### config.mk
export PLATFORM = sky130hd
export DESIGN_NAME = sie_tx_mux
export DESIGN_NICKNAME = d
export VERILOG_FILES = /design/src/rtl/sie_pkg.sv /design/src/rtl/sie_phase_cnt.sv /design/src/rtl/sie_tx_mux.sv
export SDC_FILE = /design/constraint.sdc
export NUM_CORES = 1
export LEC_CHECK = 0
export ABC_CLOCK_PERIOD_IN_PS = 1800
export BUFFER_PORTS_ARGS = -buffer_cell sky130_fd_sc_hd__buf_4
export CAP_MARGIN = 20
export CELL_PAD_IN_SITES_DETAIL_PLACEMENT = 1
export CELL_PAD_IN_SITES_GLOBAL_PLACEMENT = 1
export CORE_MARGIN = 1
export CORE_UTILIZATION = 36
export CTS_CLUSTER_SIZE = 10
export DETAILED_ROUTE_END_ITERATION = 6
export PLACE_DENSITY = 0.71
export SLEW_MARGIN = 20
export SYNTH_ARGS = -nofsm -noshare
export SYNTH_HDL_FRONTEND = slang
export SYNTH_SLANG_ARGS = --single-unit
### constraint.sdc
create_clock -name clk -period 1.8 [get_ports clk]
set_input_delay 0.36 -clock clk [delete_from_list [all_inputs] [get_ports clk]]
set_output_delay 0.36 -clock clk [all_outputs]
set_load 0.05 [all_outputs]
### src/rtl/sie_pkg.sv
// Shared types and constants for the SIE transmit path.
package sie_pkg;

  typedef enum logic [1:0] {
    IDLE,
    PID,
    PAYLOAD,
    CRC
  } sie_tx_state_t;

  typedef enum logic [1:0] {
    TOKEN,
    DATA,
    HS
  } sie_pkt_t;

  localparam int unsigned SIE_PID_BITS   = 8;
  localparam int unsigned SIE_CRC5_BITS  = 5;
  localparam int unsigned SIE_CRC16_BITS = 16;

  // PID byte as sent on the wire: pid[3:0] then its complement, LSB first.
  function automatic logic [7:0] sie_pid_frame(input logic [3:0] p);
    return {~p, p};
  endfunction

endpackage

### src/rtl/sie_phase_cnt.sv
// Loadable down-counter for phase bit counts; 'last' flags the final bit.
// Decrements only while non-zero, so it never wraps.
module sie_phase_cnt #(
  parameter int unsigned W = 10
) (
  input  logic         clk,
  input  logic         rst,
  input  logic         load,
  input  logic [W-1:0] load_val,
  input  logic         dec,
  output logic         last
);

  logic [W-1:0] cnt_q;
  logic [W-1:0] cnt_d;

  // Next count: load takes priority over a decrement in the same cycle.
  always_comb begin
    cnt_d = cnt_q;
    if (load) begin
      cnt_d = load_val;
    end else if (dec && (cnt_q != '0)) begin
      cnt_d = cnt_q - 1'b1;
    end
  end

  // Count register, asynchronous active-low reset.
  always_ff @(posedge clk or negedge rst) begin
    if (!rst) begin
      cnt_q <= '0;
    end else begin
      cnt_q <= cnt_d;
    end
  end

  assign last = (cnt_q == W'(1));

endmodule

### src/rtl/sie_tx_mux.sv
// Transmit packet sequencer: PID -> payload -> CRC with bit handshake.
// Build option: define SIE_TX_MUX_HS_EN to support handshake (PID-only) packets.
module sie_tx_mux
  import sie_pkg::*;
#(
  parameter int unsigned TOKEN_BITS = 11,
  parameter int unsigned MAX_BYTES  = 64,
  parameter int unsigned LEN_W      = $clog2(MAX_BYTES + 1)
) (
  input  logic             clk,
  input  logic             rst,
  input  logic             token_pkt,
  input  logic             data_pkt,
  input  logic             hs_pkt,
  input  logic [3:0]       pid,
  input  logic [LEN_W-1:0] data_len,
  input  logic             stream5,
  input  logic             stream16,
  input  logic             crc5,
  input  logic             crc16,
  input  logic             bit_en,
  output logic             out_to_stuff,
  output logic             out_valid,
  output logic             stream_adv,
  output logic             crc_adv,
  output logic             busy,
  output logic             done,
  output logic             err
);

  localparam int unsigned CNT_W = $clog2(MAX_BYTES * 8 + 1);

  sie_tx_state_t    state_q, state_d;
  sie_pkt_t         type_q, type_d;
  logic [7:0]       pid_sr_q, pid_sr_d;
  logic [CNT_W-1:0] pay_bits_q, pay_bits_d;
  logic             busy_q, busy_d;
  logic             done_q, done_d;
  logic             err_q, err_d;

  logic             cnt_load;
  logic [CNT_W-1:0] cnt_val;
  logic             cnt_last;
  logic             consume;

  logic             hs_req;
  logic             any_start;
  logic             multi_start;
  logic             len_clamp;
  logic [LEN_W-1:0] len_eff;
  logic [CNT_W-1:0] len_bits;

`ifdef SIE_TX_MUX_HS_EN
  assign hs_req = hs_pkt;
`else
  logic hs_unused;
  assign hs_unused = hs_pkt;
  assign hs_req    = 1'b0;
`endif

  assign any_start   = token_pkt | data_pkt | hs_req;
  assign multi_start = (token_pkt & (data_pkt | hs_req)) | (data_pkt & hs_req);
  assign len_clamp   = (data_len > LEN_W'(MAX_BYTES));
  assign len_eff     = len_clamp ? LEN_W'(MAX_BYTES) : data_len;
  assign len_bits    = CNT_W'({len_eff, 3'b000});

  assign out_valid = (state_q != IDLE);
  assign consume   = out_valid & bit_en;

  sie_phase_cnt #(.W(CNT_W)) u_phase_cnt (
    .clk      (clk),
    .rst      (rst),
    .load     (cnt_load),
    .load_val (cnt_val),
    .dec      (consume),
    .last     (cnt_last)
  );

  // Serial bit select and source advance strobes for the current phase.
  always_comb begin
    out_to_stuff = 1'b0;
    stream_adv   = 1'b0;
    crc_adv      = 1'b0;
    case (state_q)
      IDLE:    ;
      PID:     out_to_stuff = pid_sr_q[0];
      PAYLOAD: begin
        out_to_stuff = (type_q == TOKEN) ? stream5 : stream16;
        stream_adv   = bit_en;
      end
      CRC:     begin
        out_to_stuff = (type_q == TOKEN) ? crc5 : crc16;
        crc_adv      = bit_en;
      end
    endcase
  end

  // Sequencer next-state, phase counter loads and registered status pulses.
  always_comb begin
    state_d    = state_q;
    type_d     = type_q;
    pid_sr_d   = pid_sr_q;
    pay_bits_d = pay_bits_q;
    done_d     = 1'b0;
    err_d      = 1'b0;
    cnt_load   = 1'b0;
    cnt_val    = '0;
    case (state_q)
      IDLE: begin
        if (any_start) begin
          state_d  = PID;
          pid_sr_d = sie_pid_frame(pid);
          cnt_load = 1'b1;
          cnt_val  = CNT_W'(SIE_PID_BITS);
          err_d    = multi_start | (!token_pkt & data_pkt & len_clamp);
          if (token_pkt) begin
            type_d = TOKEN;
          end else if (data_pkt) begin
            type_d     = DATA;
            pay_bits_d = len_bits;
          end else begin
            type_d = HS;
          end
        end
      end
      PID: begin
        err_d = any_start;
        if (bit_en) begin
          pid_sr_d = {1'b0, pid_sr_q[7:1]};
          if (cnt_last) begin
            if (type_q == TOKEN) begin
              state_d  = PAYLOAD;
              cnt_load = 1'b1;
              cnt_val  = CNT_W'(TOKEN_BITS);
            end
`ifdef SIE_TX_MUX_HS_EN
            else if (type_q == HS) begin
              state_d = IDLE;
              done_d  = 1'b1;
            end
`endif
            else if (pay_bits_q == '0) begin
              state_d  = CRC;
              cnt_load = 1'b1;
              cnt_val  = CNT_W'(SIE_CRC16_BITS);
            end else begin
              state_d  = PAYLOAD;
              cnt_load = 1'b1;
              cnt_val  = pay_bits_q;
            end
          end
        end
      end
      PAYLOAD: begin
        err_d = any_start;
        if (bit_en && cnt_last) begin
          state_d  = CRC;
          cnt_load = 1'b1;
          cnt_val  = (type_q == TOKEN) ? CNT_W'(SIE_CRC5_BITS) : CNT_W'(SIE_CRC16_BITS);
        end
      end
      CRC: begin
        err_d = any_start;
        if (bit_en && cnt_last) begin
          state_d = IDLE;
          done_d  = 1'b1;
        end
      end
    endcase
    busy_d = (state_d != IDLE);
  end

  // State and registered outputs, asynchronous active-low reset.
  always_ff @(posedge clk or negedge rst) begin
    if (!rst) begin
      state_q    <= IDLE;
      type_q     <= TOKEN;
      pid_sr_q   <= '0;
      pay_bits_q <= '0;
      busy_q     <= 1'b0;
      done_q     <= 1'b0;
      err_q      <= 1'b0;
    end else begin
      state_q    <= state_d;
      type_q     <= type_d;
      pid_sr_q   <= pid_sr_d;
      pay_bits_q <= pay_bits_d;
      busy_q     <= busy_d;
      done_q     <= done_d;
      err_q      <= err_d;
    end
  end

  assign busy = busy_q;
  assign done = done_q;
  assign err  = err_q;

endmodule

==> qor.yml <==
yosys:
  synth_seq_cells: 32
  ys_types: 43
  synth_edf_count: 0
  synth_top_area_cell: "dfrtp_1"
  synthFlopType: "dfrtp_1"
  synth_compound_area_share_pct: 17.6
  yosysWarnings: 0
  synth_top_family_by_area: "simple AND/OR/NAND/NOR gates"
  synth_nets: 221
  synth_area_leaders: "dfrtp_1, nand2_1, o21ai_0"
  async_flop_share_pct: 100
  yosysTopAreaCellShare_pct: 45.1
  synth_adder_area_share_pct: 2.11
  synthXorXnorAreaFrac_pct: 3.45
  yosys.area_share.simple_pct: 26.8
  syn-instance-count: 197
  syn_avg_cell_area_um2: 9.02
  yosysSeqAreaShare_pct: 45.1
  synthMuxAreaShare_pct: 1.20
  netlist_area_mm2: 0.00178
power:
  p_int_w: 0.00241
  powerDensity_mw_per_mm2: 1610
  vdd_ir_drop_max_uv: 612
  swShare_pct: 40.4
  seqPwrFrac_pct: 31.4
  clockPowerShare_pct: 16.9
  combPwrFrac_pct: 51.6
  p_sw_w: 0.00163
  power.leakage_nw: 1.16
timing:
  fin_crit_ns: 1.84
  post-route-period-util_pct: 102
  max_freq_mhz: 545
  setup_violations: 1
  worstMarginPinSlew_ns: 0.473
  hold_viol: 0
  drv_slew: 0
  setup_ws_ns: -0.0358
  rsz0062_at_grt: "true"
  clock_skew_ns: 0.00866
  slew_headroom_pct: 68.1
cells_and_area:
  nets: 288
  mostFrequentLayoutCells: "buf_4, nand2_1, dfrtp_1, nor2_1, o21ai_0"
  n_fill_cell: 561
  syn_to_final_growth_pct: 41.1
  drive_gt1_share_pct: 35.1
  layoutNonFillerInstCount: 332
  seq_area_um2: 803
  n_antenna_cell: 0
  multi_input_area_um2: 967
  fin_util_pct: 53.1
  final_common_cell: "buf_4"
  postLayoutCellArea_mm2: 0.00251
drt:
  ant_nets: 0
  vias: 1652
  drc: 0
  avgRoutedWirePerCell_um: 14.2
  routed_wl_mm: 4.71
  routed_via_density: 4.98
  dr.pass1.iters: 4
  drt_iter0_drc: 66
floorplanning:
  initial_core_util_pct: 37.6
  fp.dieW_um: 72.3
  rows: 25
  io_pins: 28
  die-area_mm2: 0.00522
  fp.dieH_um: 72.3
  core_region_area_mm2: 0.00472
setup_path:
  required_ns: 1.97
  start_kind: "flop"
  end_kind: "flop"
  arrival_ns: 2.01
  critPathMaxFanout: 6
  reg2reg_depth: 7
  crit_path_start: "u_phase_cnt.cnt_q[3]"
  r2r-start: "u_phase_cnt.cnt_q[3]"
  critPathKind: "reg2reg"
clock_network:
  clockRootBuffer: "clkbuf_8"
  cts_hold_buffers: 0
  clockBufferDepth: 2
  clkTransAtPathRegs_ns: 0.07
  htree_levels: 2
  cts_buffers: 5
  clock_latency_ns: 0.29
  cts.sinks: 32
  cts_tree: "yes"
grt:
  grt_max_degree: 33
  grt_pass1_wl_mm: 7.69
  track_usage_pct: 19.4
  grt-ovfl-total: 0
  grt_pass1_vias: 1674
  grt_antenna_before_repair: 0
  met2_usage_pct: 32.6
  grt_util_met3_pct: 4.17
  met1_usage_pct: 24.6
  top_usage_layer: "met2"
place:
  port_buffers: 26
  placed_cell_area_mm2: 0.00227
  dp.cells: 316
  dpl.hpwl_mm: 3.46
  gp_congestion: 0.743
outcome:
  violations: "negative setup slack"
  status: "finished, violations left"
run:
  maxCapViolations: 0
min_path:
  hold_class: "in2async"
## power groups by stage
stage | logic [W] | registers, W | clock network [W]
3_3_place_gp | 0.00181 | 0.00124 | 0
6_report | 0.00209 | 0.00127 | 0.000684
5_1_grt | 0.00230 | 0.00131 | 0.000744
2_1_floorplan | 0.00113 | 0.00123 | 0
3_5_place_dp | 0.00186 | 0.00126 | 0
4_1_cts | 0.00189 | 0.00126 | 0.000709
## metal layers
layer | wire length, um | part of all wire (%)
met1 | 2190 | 46
met2 | 2390 | 51
met3 | 79 | 1.7
met4 | 53 | 1.1
met5 | 0 | 0
## sequential cells by signal, summed over array words and instances, names as in the netlist
register,cells
busy,1
err,1
state_q,2
pid_sr_q,8
done,1
pay_bits_q,7
type_q,2
u_phase_cnt.cnt_q,10
## kinds of logic (layout without fill, tap and decap cells)
family                   Yosys count  in the layout
AO/OA/AOI/OAI                     48             48
XOR/XNOR                           7              7
AND/OR/NAND/NOR                   92             92
buffers and inverters             13             81
flip-flops                        32             32
multiplexers                       2              2
adder cells (fa/ha/maj)            3              3
## worst max-delay path: stages, from the launching register on
cell and delay [ns]:
dfrtp_1 0.43, nor4_4 0.33, buf_4 0.17, nand2_4 0.05, o41ai_4 0.27, buf_4 0.21
o311a_1 0.18, nor2_1 0.05
## synth_stat cells, drive strengths merged, types with 2 or more instances
master,count
a211o,2
a21oi,7
a31oi,6
and2,2
and3,2
buf,5
clkbuf,2
dfrtp,32
ha,3
inv,6
nand2,31
nand2b,8
nand3,5
nand4b,2
nor2,23
nor3,6
nor4,4
o211ai,2
o21ai,23
o31ai,2
or4,3
xor2,6
## path summary, 6_finish.rpt
kind | endpoint | slack [ns]
min reg2reg | pid_sr_q[6] | 0.52
max in group asynchronous | type_q[0] | 1.46
max reg2reg | u_phase_cnt.cnt_q[2] | -0.04
min in group clk | pid_sr_q[7] | 0.28
max | u_phase_cnt.cnt_q[2] | -0.04
min | busy | 0.006
## per-stage QoR
stage	setup TNS [ns]	total power (W)	hold WS [ns]	setup slack [ns]
floorplan	0	0.00236	0.0644	0.0181
global placement	0	0.00305	0.329	0.0108
detailed placement	-0.0591	0.00312	0.338	-0.0333
CTS	-0.000385	0.00386	0.0145	-0.000385
global route	-0.340	0.00436	0.0261	-0.126
finish	-0.0358	0.00405	0.00618	-0.0358
## final cells by class
type | instances | area share, %
inverter | 6 | 0.898
sequential | 32 | 32.0
clock inverter | 2 | 1.40
clock buffer | 6 | 2.89
tap | 67 | 3.34
timing repair buffer | 67 | 20.9
multi-input combinational | 152 | 38.6
## timing repair
| item | in CTS | in global routing |
|---|---|---|
| pin swaps | 1 | 5 |
| resized for setup | 6 | 12 |
| endpoints found under the setup margin | 6 | 13 |
| hold endpoints to repair | 0 | 0 |
| buffers inserted | 0 | 8 |
Power figures use the tool's default switching activity.
